==> src/rtl/or_event_pkg.sv <==
// Shared types and helpers for the OR-event capture block: FSM state encoding,
// ID width derivation and the lowest-set-index priority function.
package or_event_pkg;

  typedef enum logic [1:0] {
    ST_IDLE   = 2'd0,
    ST_ASSERT = 2'd1,
    ST_GAP    = 2'd2
  } state_e;

  // An ID must be at least one bit wide even for the smallest N.
  function automatic int unsigned calc_iw(input int unsigned n);
    if (n <= 32'd2) begin
      return 32'd1;
    end else begin
      return $clog2(n);
    end
  endfunction

  function automatic int unsigned lowest_set(input logic [31:0] vec);
    int unsigned idx;
    idx = 32'd0;
    for (int i = 31; i >= 0; i--) begin
      if (vec[i]) begin
        idx = i;
      end else begin
        idx = idx;
      end
    end
    return idx;
  endfunction

endpackage

==> src/rtl/or_event_capture_if.sv <==
// Request/mask/ack/IRQ bundle between the OR fabric side and the IRQ consumer.
interface or_event_capture_if import or_event_pkg::*; #(
  parameter int unsigned N = 4
) ();
  localparam int unsigned IW = calc_iw(N);

  logic [N-1:0]  req;
  logic [N-1:0]  mask;
  logic          ack_valid;
  logic [IW-1:0] ack_id;
  logic          ack_ready;
  logic          irq;
  logic [IW-1:0] irq_id;
  logic [N-1:0]  pend;

  modport master (
    output req, mask, ack_valid, ack_id,
    input  ack_ready, irq, irq_id, pend
  );

  modport slave (
    input  req, mask, ack_valid, ack_id,
    output ack_ready, irq, irq_id, pend
  );
endinterface

==> src/rtl/or_event_sync_edge.sv <==
// One request bit: multi-flop synchroniser, history flop and rising-edge detect.
// A warm-up chain stops a level already high at reset release from reading as an edge.
module or_event_sync_edge #(
  parameter int unsigned SYNC_STAGES = 2
) (
  input  logic clk_i,
  input  logic rn_i,
  input  logic req_i,
  output logic edge_o
);
  logic [SYNC_STAGES-1:0] sync_q;
  logic                   prev_q;
  logic [SYNC_STAGES:0]   vld_q;

  // Synchroniser, edge history and warm-up tracking.
  always_ff @(posedge clk_i) begin
    if (!rn_i) begin
      sync_q <= '0;
      prev_q <= 1'b0;
      vld_q  <= '0;
    end else begin
      sync_q <= {sync_q[SYNC_STAGES-2:0], req_i};
      prev_q <= sync_q[SYNC_STAGES-1];
      vld_q  <= {vld_q[SYNC_STAGES-1:0], 1'b1};
    end
  end

  // prev_q only holds a genuinely sampled level once the warm-up chain is full.
  assign edge_o = sync_q[SYNC_STAGES-1] & ~prev_q & vld_q[SYNC_STAGES];
endmodule

==> src/rtl/or_event_capture.sv <==
// Captures rising edges of OR-merged request nets into sticky pending bits and
// serves them one at a time as a masked, lowest-index-first interrupt with ID ack.
module or_event_capture import or_event_pkg::*; #(
  parameter int unsigned N           = 4,
  parameter int unsigned SYNC_STAGES = 2
) (
  input  logic                clk_i,
  input  logic                rn_i,
  or_event_capture_if.slave   evt_if
);
  localparam int unsigned IW = calc_iw(N);

  logic [N-1:0]  rise_s;
  logic [N-1:0]  clr_s;
  logic [N-1:0]  masked_s;
  logic          ack_hit_s;
  logic [N-1:0]  pend_d;
  logic          cand_vld_d;
  logic [IW-1:0] cand_id_d;

  logic [N-1:0]  pend_q;
  logic          cand_vld_q;
  logic [IW-1:0] cand_id_q;
  state_e        state_q;
  logic          irq_q;
  logic          ack_ready_q;
  logic [IW-1:0] irq_id_q;

  for (genvar g = 0; g < N; g++) begin : g_sync
    or_event_sync_edge #(.SYNC_STAGES(SYNC_STAGES)) u_sync_edge (
      .clk_i  (clk_i),
      .rn_i   (rn_i),
      .req_i  (evt_if.req[g]),
      .edge_o (rise_s[g])
    );
  end

  assign ack_hit_s  = (state_q == ST_ASSERT) && evt_if.ack_valid && (evt_if.ack_id == irq_id_q);
  assign masked_s   = pend_q & evt_if.mask;
  assign cand_vld_d = |masked_s;
  assign cand_id_d  = IW'(lowest_set(32'(masked_s)));

  // One-hot clear of the bit being acknowledged.
  always_comb begin
    clr_s = '0;
    if (ack_hit_s) begin
      clr_s[irq_id_q] = 1'b1;
    end else begin
      clr_s = '0;
    end
  end

  // Set is ORed in after the clear so a fresh edge survives a same-cycle ack.
  assign pend_d = (pend_q & ~clr_s) | rise_s;

  // Pending bits, registered priority candidate and the service FSM.
  always_ff @(posedge clk_i) begin
    if (!rn_i) begin
      pend_q      <= '0;
      cand_vld_q  <= 1'b0;
      cand_id_q   <= '0;
      state_q     <= ST_IDLE;
      irq_q       <= 1'b0;
      ack_ready_q <= 1'b0;
      irq_id_q    <= '0;
    end else begin
      pend_q     <= pend_d;
      cand_vld_q <= cand_vld_d;
      cand_id_q  <= cand_id_d;
      case (state_q)
        ST_IDLE: begin
          // Re-check the candidate against live state in case its mask dropped.
          if (cand_vld_q && pend_q[cand_id_q] && evt_if.mask[cand_id_q]) begin
            state_q     <= ST_ASSERT;
            irq_q       <= 1'b1;
            ack_ready_q <= 1'b1;
            irq_id_q    <= cand_id_q;
          end else begin
            irq_q       <= 1'b0;
            ack_ready_q <= 1'b0;
          end
        end
        ST_ASSERT: begin
          if (ack_hit_s) begin
            state_q     <= ST_GAP;
            irq_q       <= 1'b0;
            ack_ready_q <= 1'b0;
          end else if (!evt_if.mask[irq_id_q]) begin
            state_q     <= ST_IDLE;
            irq_q       <= 1'b0;
            ack_ready_q <= 1'b0;
          end else begin
            irq_q       <= 1'b1;
            ack_ready_q <= 1'b1;
          end
        end
        ST_GAP: begin
          state_q     <= ST_IDLE;
          irq_q       <= 1'b0;
          ack_ready_q <= 1'b0;
        end
        default: begin
          state_q     <= ST_IDLE;
          irq_q       <= 1'b0;
          ack_ready_q <= 1'b0;
        end
      endcase
    end
  end

  assign evt_if.pend      = pend_q;
  assign evt_if.irq       = irq_q;
  assign evt_if.irq_id    = irq_id_q;
  assign evt_if.ack_ready = ack_ready_q;
endmodule
==> src/flat_wrapper.sv <==
// flat-port wrapper written by rule: the top's interface ports become plain ports
module or_event_capture_flat import or_event_pkg::*;
#(
  parameter int unsigned N           = 4,
  parameter int unsigned SYNC_STAGES = 2
)
  (clk_i, rn_i, evt_if_req, evt_if_mask, evt_if_ack_valid, evt_if_ack_id, evt_if_ack_ready, evt_if_irq, evt_if_irq_id, evt_if_pend);
  or_event_capture_if #(.N(N)) evt_if_i ();
  input  logic clk_i;
  input  logic rn_i;
  input wire logic [$bits(evt_if_i.req)-1:0] evt_if_req;
  input wire logic [$bits(evt_if_i.mask)-1:0] evt_if_mask;
  input wire logic [$bits(evt_if_i.ack_valid)-1:0] evt_if_ack_valid;
  input wire logic [$bits(evt_if_i.ack_id)-1:0] evt_if_ack_id;
  output wire logic [$bits(evt_if_i.ack_ready)-1:0] evt_if_ack_ready;
  output wire logic [$bits(evt_if_i.irq)-1:0] evt_if_irq;
  output wire logic [$bits(evt_if_i.irq_id)-1:0] evt_if_irq_id;
  output wire logic [$bits(evt_if_i.pend)-1:0] evt_if_pend;
  assign evt_if_i.req = evt_if_req;
  assign evt_if_i.mask = evt_if_mask;
  assign evt_if_i.ack_valid = evt_if_ack_valid;
  assign evt_if_i.ack_id = evt_if_ack_id;
  assign evt_if_ack_ready = evt_if_i.ack_ready;
  assign evt_if_irq = evt_if_i.irq;
  assign evt_if_irq_id = evt_if_i.irq_id;
  assign evt_if_pend = evt_if_i.pend;
  or_event_capture #(.N(N), .SYNC_STAGES(SYNC_STAGES)) u_core (.clk_i(clk_i), .rn_i(rn_i), .evt_if(evt_if_i));
endmodule
==> config.mk <==
export PLATFORM = sky130hd
export DESIGN_NAME = or_event_capture_flat
export DESIGN_NICKNAME = d
export VERILOG_FILES = /design/src/rtl/or_event_pkg.sv /design/src/rtl/or_event_capture_if.sv /design/src/rtl/or_event_sync_edge.sv /design/src/rtl/or_event_capture.sv /design/src/flat_wrapper.sv
export SDC_FILE = /design/constraint.sdc
export NUM_CORES = 1
export LEC_CHECK = 0
export BUFFER_PORTS_ARGS = -buffer_cell sky130_fd_sc_hd__buf_2
export CAP_MARGIN = 30
export CORE_ASPECT_RATIO = 0.8
export CORE_UTILIZATION = 52
export DETAILED_ROUTE_END_ITERATION = 6
export GPL_TIMING_DRIVEN = 0
export HOLD_SLACK_MARGIN = 0.15
export MAX_ROUTING_LAYER = met4
export PLACE_DENSITY_LB_ADDON = 0.25
export SLEW_MARGIN = 25
export SYNTH_ARGS = -nofsm -noshare
export SYNTH_HDL_FRONTEND = slang
export SYNTH_SLANG_ARGS = --single-unit
export TNS_END_PERCENT = 1
==> constraint.sdc <==
create_clock -name clk_i -period 1.68 [get_ports clk_i]
set_clock_uncertainty 0.15 [all_clocks]
set_input_delay 0.084 -clock clk_i [delete_from_list [all_inputs] [get_ports clk_i]]
set_output_delay 0.084 -clock clk_i [all_outputs]
set_load 0.01 [all_outputs]
==> flow_summary.yaml, run 1 <==
global_route:
  grt_max_degree: 15
  gr-total-overflow: 0
  track_usage_pct: 24.57
  grt_pass1_vias: 883
  antenna_found_initial: 0
  grt_pass1_wl_mm: 3.760
synth:
  ys_ff_latch: 27
  synth-seq-area-share_pct: 52.30
  yosys.cell_types.count: 29
  async_reset_ff_share_pct: 0
  syn_nets: 113
  synth_compound_area_share_pct: 13.20
  synth_area_leaders: "dfxtp_1 (52%), and2_1 (9.1%), mux4_2 (4.4%)"
  ys.warnings.count: 0
  synthAdderAreaFrac_pct: 0
  synth_top_area_share_pct: 52.30
  syn_area_um2: 1033
  yosys.area_share.xor_xnor_pct: 1.695
  synth_top_family_by_area: "simple AND/OR/NAND/NOR gates"
  muxShareOfSynthArea_pct: 4.358
  synth_edf_count: 0
  synth-simple-area-share_pct: 25.67
  synth_top_area_cell: "dfxtp_1"
  synth_cells: 100
  avgSynthCellArea_um2: 10.33
  synth_ff_type: "dfxtp_1"
cells_and_area:
  fin_nets: 151
  final_area_um2: 1326
  area_growth_pct: 28.33
  final_common_cell: "dfxtp_1"
  drive_above_1_share_pct: 23.36
  final_cell_mix: "dfxtp_1 (27), buf_2 (22), and2_1 (15), dlygate4sd3_1 (13)"
  diodes: 0
route:
  dr.pass1.iters: 4
  vias: 884
  avgRoutedWirePerCell_um: 13.09
  ant_nets: 0
  drc: 0
  viasPerCell: 5.491
  drt_iter0_drc: 23
  postRouteWirelength_mm: 2.107
placement:
  place_ws_ns: 0.1368
  gp_congestion: 0.8157
  numPortBuffers: 20
  placed_area_um2: 1164
pwr:
  max-vdd-ir-drop_v: 0.0006763
  total_power_uw: 1072
  p_leak_uw: 0.0005418
  power_density_nw_per_um2: 808.4
worst_setup_path:
  path_delay_family: "multiplexers"
  r2r_slack_ns: 0.1
  worstSetupPathType: "flop to flop"
  cp_slowest_stage_delay_ns: 0.52
  path_cells: "buf_2 -> mux4_2 -> o31ai_1 -> o32ai_1"
  arrival_ns: 1.64
  cp_data_required_time_ns: 1.74
  cp_slowest_cell: "mux4_2"
  critPathBufInv: 1
  cp-start-kind: "flop"
  crit_path_end_kind: "flop"
  worstPathMaxFanout: 7
cts:
  cts_setup_buffers: 0
  cts_max_level: 1
  cts-root-buf: "clkbuf_4"
  clk_pin_slew_ns: 0.14
  clock_sinks: 27
  cts_max_path_buffers: 2
  cts_buffers: 3
  cts_tree: "yes"
  clkLatencyLatePin_ns: 0.33
floorplan:
  die_area_um2: 2171
  coreArea_um2: 1874
  pin_count: 21
  row_count: 14
  fp.dieW_um: 51.85
  start_util_pct: 55.14
  die_y_um: 41.88
timing:
  setup_ws_ns: 0.09702
  fmax_mhz: 631.7
  finalCriticalPeriod_ns: 1.583
  finalCritPeriodShare_pct: 94.23
  fin_setup_tns_ns: 0
  slew_violations: 0
  worstMarginPinSlew_ns: 0.4422
  setup-violations-final: 0
  max-slew-margin-rel_pct: 70.52
  grt_setup_unrepaired: "false"
  final_hold_viol_count: 0
status:
  outcome: "finished, final reports clean"
flow_run:
  cap_violations: 0
hold_path:
  hp-class: "input port to flop"
Yosys cell counts, types with 2 or more instances:
| library cell | number |
|---|---|
| nand3b_1 | 4 |
| clkbuf_1 | 2 |
| and2_1 | 15 |
| nand2_1 | 5 |
| a21oi_1 | 5 |
| o41ai_1 | 2 |
| and3b_1 | 3 |
| mux4_2 | 2 |
| nor4_1 | 2 |
| and3_1 | 2 |
| nand3_1 | 3 |
| o21ai_1 | 2 |
| a31oi_1 | 3 |
| nor3b_1 | 2 |
| xor2_1 | 2 |
| dfxtp_1 | 27 |
| buf_2 | 2 |
| o21ai_0 | 2 |
| o211ai_1 | 4 |
| o32ai_1 | 2 |
stage by stage:
step | util [%] | std cells | hold WS (ns)
floorplan | - | 100 | -0.03828
global placement | 62.08 | 144 | 0.04961
detailed placement | 62.08 | 144 | 0.05109
CTS | 70.43 | 161 | 0.2371
global route | 70.76 | 161 | 0.2344
finish | 70.76 | 161 | 0.2468
cell type report:
type	instances	area (um^2)
clock buffer	4	26.28
buffer	5	25.02
multi-input combinational	67	470.5
sequential	27	540.5
tap	24	30.03
inverter	1	3.754
timing repair buffer	33	230.2
fill	140	548.0
repair_timing:
| item | in CTS | in global routing |
|---|---|---|
| endpoints found under the hold margin | 17 | 0 |
| gates resized for setup | 0 | 1 |
| hold buffers | 13 | 0 |
| setup endpoints to repair | 0 | 1 |
power breakdown:
part,internal (uW),leakage [uW],switching [uW]
Combinational,63.9,0.000306,61.8
Clock,93.2,0.0000150,183
Sequential,662,0.000221,8.67
Total,819,0.000542,253
flip-flops by register name, summed over array words and instances, names as in the netlist:
register / cells
u_core.state_q: 2
u_core.evt_if.pend: 4
u_core.g_sync.u_sync_edge.prev_q: 4
u_core.evt_if.irq: 1
u_core.evt_if.irq_id: 2
u_core.g_sync.u_sync_edge.vld_q: 3
u_core.cand_id_q: 2
u_core.g_sync.u_sync_edge.sync_q: 8
u_core.cand_vld_q: 1
metal layers:
| metal | wire length [um] | track usage, % | vias to the layer above |
|---|---|---|---|
| li1 | - | - | 434 |
| met1 | 973 | 29.81 | 404 |
| met2 | 958 | 40.00 | 42 |
| met3 | 158 | 7.692 | 4 |
| met4 | 17 | 4.865 | 0 |
| met5 | 0 | - | - |
cells by family after synthesis:
logic type,after synthesis
AOI/OAI and AO/OA,21
xor gates and xnor gates,2
buffers and inverters,6
DFF,27
muxes,2
and+or+nand+nor,42
final timing paths:
kind / start / endpoint / depth (start not counted)
max: u_core.evt_if.irq_id[0] / u_core.state_q[0] / 4
min: rn_i / u_core.g_sync[3].u_sync_edge.vld_q[0] / 2
max reg2reg: u_core.evt_if.irq_id[0] / u_core.state_q[0] / 4
min reg2reg: u_core.g_sync[3].u_sync_edge.sync_q[0] / u_core.g_sync[3].u_sync_edge.sync_q[1] / 1
(Power assumes the default switching activity.)
==> run 2, diff against run 1 <==
Settings changed: CORE_ASPECT_RATIO 0.8 to 1.5.
==> flow_summary.yaml, run 2 (synthesis results as in run 1) <==
cts:
  cts-root-buf: "clkbuf_4"
  cts_setup_buffers: 0
  cts_tree: "yes"
  clk_pin_slew_ns: 0.13
  ctsHoldBuffers: 13
  cts_buffers: 3
  clock_sinks: 27
  cts_resized: 0
  cts_max_level: 1
  clkLatencyLatePin_ns: 0.31
  cts_max_path_buffers: 2
placement:
  gp_congestion: 0.8115
  placed_cells: 141
  place_hpwl_mm: 1.468
  numPortBuffers: 20
worst_setup_path:
  worstPathMaxFanout: 7
  reg2reg_to: "u_core.state_q[0]"
  r2r_slack_ns: 0.10
  worstSetupPathType: "flop to flop"
  r2r-start: "u_core.evt_if.irq_id[0]"
  path_cells: "buf_2 -> mux4_2 -> o31ai_1 -> o32ai_1"
  cp_data_required_time_ns: 1.73
  arrival_ns: 1.63
  cp-start-kind: "flop"
  cp_slowest_stage_delay_ns: 0.52
  crit_end: "u_core.state_q[0]"
  worstRegToRegCells: 4
  worstSetupStartpoint: "u_core.evt_if.irq_id[0]"
  crit_path_end_kind: "flop"
  cp_slowest_cell: "mux4_2"
route:
  postRouteWirelength_mm: 2.143
  viasPerCell: 5.557
  drt_iter0_drc: 22
  dr.pass1.iters: 4
  vias: 878
  drc: 0
  ant_nets: 0
  avgRoutedWirePerCell_um: 13.56
cells_and_area:
  fin_cells: 158
  regArea_um2: 540.5
  finalCoreUtilization_pct: 71.05
  drive_above_1_share_pct: 23.36
  area_growth_pct: 27.48
  largest_reg_flops: 8
  fillers: 157
  diodes: 0
  regMostFlops: "u_core.g_sync.u_sync_edge.sync_q"
  final_common_cell: "dfxtp_1"
  fin_nets: 151
  final_cell_mix: "dfxtp_1 (27), buf_2 (22), and2_1 (15), dlygate4sd3_1 (13)"
  multiInputGateArea_um2: 464.2
timing:
  setup-violations-final: 0
  fin_setup_tns_ns: 0
  fmax_mhz: 634.3
  slew_violations: 0
  final_hold_viol_count: 0
  worstMarginPinSlew_ns: 0.4260
  finalCriticalPeriod_ns: 1.576
  finalCritPeriodShare_pct: 93.84
  max-slew-margin-rel_pct: 71.50
  hold_ws_ns: 0.2642
  grt_setup_unrepaired: "false"
hold_path:
  hp-class: "input port to flop"
pwr:
  max-vdd-ir-drop_v: 0.0007388
  power_density_nw_per_um2: 805.0
  p_leak_uw: 0.0005442
floorplan:
  pin_count: 21
  coreArea_um2: 1854
  start_util_pct: 55.74
  die_y_um: 56.60
  row_count: 19
  fp.dieW_um: 38.40
  die_area_um2: 2173
status:
  outcome: "finished, final reports clean"
global_route:
  grt_pass1_wl_mm: 3.470
  antenna_found_initial: 0
  gr-total-overflow: 0
  grt_max_degree: 16
  grt_pass1_vias: 864
  track_usage_pct: 23.45
flow_run:
  cap_violations: 0
[run 2: cell count changes in the layout (fill, tap and decap cells not counted)]
cell / delta
clkinv_2: +1
nor4_1: +1
clkbuf_1: -1
nor4_2: -1
[run 2: final cells by class]
type	instances	share of cell area, %
buffer	5	1.899
tap	21	1.994
multi-input combinational	67	35.23
clock buffer	3	1.709
clock inverter	1	0.3799
timing repair buffer	33	17.47
sequential	27	41.03
inverter	1	0.2849
[run 2: how the worst min path moves through the flow]
stage,depth (start not counted),to,slack [ns],from
3_3_place_gp,1,u_core.g_sync[3].u_sync_edge.vld_q[0],0.05,rn_i
6_report,2,u_core.g_sync[3].u_sync_edge.vld_q[0],0.26,rn_i
5_1_grt,2,u_core.g_sync[3].u_sync_edge.vld_q[0],0.24,rn_i
2_1_floorplan,0,u_core.g_sync[3].u_sync_edge.vld_q[0],-0.04,rn_i
3_5_place_dp,1,u_core.g_sync[3].u_sync_edge.vld_q[0],0.05,rn_i
4_1_cts,2,u_core.g_sync[3].u_sync_edge.vld_q[0],0.24,rn_i
[run 2: where the power goes]
part,total (uW),switching (uW),internal [uW],leakage (uW)
Combinational,124,60.3,63.8,0.000306
Sequential,671,9.05,662,0.000221
Clock,266,177,89.0,0.0000177
Total,1060,246,815,0.000544
[run 2: per-stage QoR]
stage	total power [uW]	instance area, um^2	setup WS, ns
3_3_place_gp	781.2	1160	0.1529
5_1_grt	1113	1318	0.06660
3_5_place_dp	785.8	1160	0.1312
2_1_floorplan	746.6	1033	0.1793
6_report	1061	1318	0.1035
4_1_cts	1073	1318	0.1104
[run 2: worst max-delay path: cells and delay by family (launching register included)]
family,cells,cell delay (ns)
multiplexers,1,0.52
AO/OA/AOI/OAI,2,0.25
buffers and inverters,1,0.19
flip-flops,1,0.35
[run 2: routing by layer]
layer	up-vias	GRT usage, %	routed length [um]
li1	435	-	-
met1	403	21.85	809
met2	33	41.65	1171
met3	7	4.348	102
met4	0	13.30	60
met5	-	-	0
==> run 3, diff against run 2 <==
Settings changed: BUFFER_PORTS_ARGS -buffer_cell sky130_fd_sc_hd__buf_2 to default, CORE_ASPECT_RATIO 1.5 to default, CORE_UTILIZATION 52 to 59, DONT_BUFFER_PORTS from default to 1, GPL_TIMING_DRIVEN 0 to default.
==> flow_summary.yaml, run 3 (synthesis results as in run 1) <==
status:
  outcome: "complete, but fails checks"
  violations: "design-rule violations"
route:
  vias: 814
  viasPerCell: 6.030
  ant_nets: 0
  dr.pass1.iters: 6
  drt_iter0_drc: 32
  drc: 3
  postRouteWirelength_mm: 2.038
  avgRoutedWirePerCell_um: 15.10
floorplan:
  coreArea_um2: 1577
  pin_count: 21
  start_util_pct: 65.56
  die_area_um2: 1923
  fp.dieW_um: 43.86
  row_count: 14
  die_y_um: 43.86
global_route:
  grt_max_degree: 21
  grt_pass1_wl_mm: 3.519
  track_usage_pct: 26.30
  gr-total-overflow: 0
  antenna_found_initial: 0
  grt_pass1_vias: 781
placement:
  placed_area_um2: 1081
  numPortBuffers: 0
  place_hpwl_mm: 1.430
  gp_congestion: 0.9320
timing:
  slew_violations: 0
  setup-violations-final: 0
  finalCriticalPeriod_ns: 1.486
  fmax_mhz: 673.0
  finalCritPeriodShare_pct: 88.45
  grt_setup_unrepaired: "false"
  worstMarginPinSlew_ns: 0.5592
  max-slew-margin-rel_pct: 62.60
  final_hold_viol_count: 0
  fin_setup_tns_ns: 0
cts:
  cts_buffers: 3
  clkLatencyLatePin_ns: 0.34
  cts_tree: "yes"
  cts_setup_buffers: 0
  clock_sinks: 27
  cts-root-buf: "clkbuf_4"
  cts_max_path_buffers: 2
  cts_resized: 0
  cts_max_level: 1
  clk_pin_slew_ns: 0.15
  ctsHoldBuffers: 13
hold_path:
  hp-class: "input port to flop"
flow_run:
  cap_violations: 0
pwr:
  power_density_nw_per_um2: 873.0
  total_power_uw: 1085
  p_leak_uw: 0.0004720
  max-vdd-ir-drop_v: 0.0008528
cells_and_area:
  final_cell_mix: "dfxtp_1 (27), and2_1 (15), dlygate4sd3_1 (13), buf_4 (7)"
  regArea_um2: 540.5
  diodes: 0
  fillers: 101
  drive_above_1_share_pct: 13.45
  largest_reg_flops: 8
  multiInputGateArea_um2: 464.2
  area_growth_pct: 20.22
  fin_nets: 133
  finalCoreUtilization_pct: 78.81
  final_area_um2: 1242
  final_common_cell: "dfxtp_1"
  regMostFlops: "u_core.g_sync.u_sync_edge.sync_q"
worst_setup_path:
  worstPathMaxFanout: 5
  arrival_ns: 1.63
  cp_data_required_time_ns: 1.82
  cp-start-kind: "flop"
  worstSetupPathType: "flop to flop"
  crit_path_end_kind: "flop"
[run 3: changes by cell type in the layout (fill, tap and decap cells not counted)]
cell	before	now
buf_2	22	0
buf_4	1	7
clkbuf_1	2	0
clkinv_2	1	0
inv_6	0	1
[run 3: metrics by stage]
| step | worst slack [ns] | hold WS, ns | instances |
|---|---|---|---|
| 6_report | 0.1941 | 0.2385 | 135 |
| 5_1_grt | 0.1106 | 0.2342 | 135 |
| 4_1_cts | 0.2065 | 0.2252 | 135 |
| 3_5_place_dp | 0.2327 | -0.03770 | 118 |
| 3_3_place_gp | 0.2608 | -0.03761 | 118 |
| 2_1_floorplan | 0.1793 | -0.03828 | 100 |
[run 3: report_power, final]
part / switching (uW) / total (uW) / internal (uW)
logic: 50.8 / 104 / 53.6
registers: 13.5 / 676 / 662
clock network: 207 / 305 / 97.7
total: 271 / 1080 / 813
[run 3: metal layers]
layer | GRT usage, % | wire, um | up-vias
li1 | - | - | 404
met1 | 31.02 | 872 | 371
met2 | 40.90 | 996 | 30
met3 | 10.83 | 128 | 9
met4 | 8.485 | 40 | 0
met5 | - | 0 | -
[run 3: worst paths after layout]
| path | startpoint | slack [ns] | depth (start not counted) | endpoint |
|---|---|---|---|---|
| worst min register to register | u_core.g_sync[2].u_sync_edge.sync_q[0] | 0.30 | 1 | u_core.g_sync[2].u_sync_edge.sync_q[1] |
| worst max-delay path | u_core.evt_if.pend[3] | 0.19 | 4 | u_core.cand_id_q[0] |
| worst max register to register | u_core.evt_if.pend[3] | 0.19 | 4 | u_core.cand_id_q[0] |
| worst min-delay path | evt_if_req[3] | 0.24 | 2 | u_core.g_sync[3].u_sync_edge.sync_q[0] |
[run 3: worst max-delay path: stages, from the launching register on]
cell,delay (ns)
dfxtp_1,0.36
buf_4,0.15
nand3_1,0.08
dlygate4sd3_1,0.56
a21oi_1,0.14
[run 3: cell type report]
type | count | share of cell area [%]
sequential | 27 | 43.50
multi-input combinational | 67 | 37.36
timing repair buffer | 20 | 14.70
inverter | 1 | 0.3021
clock inverter | 1 | 0.7049
tap | 16 | 1.611
clock buffer | 3 | 1.813
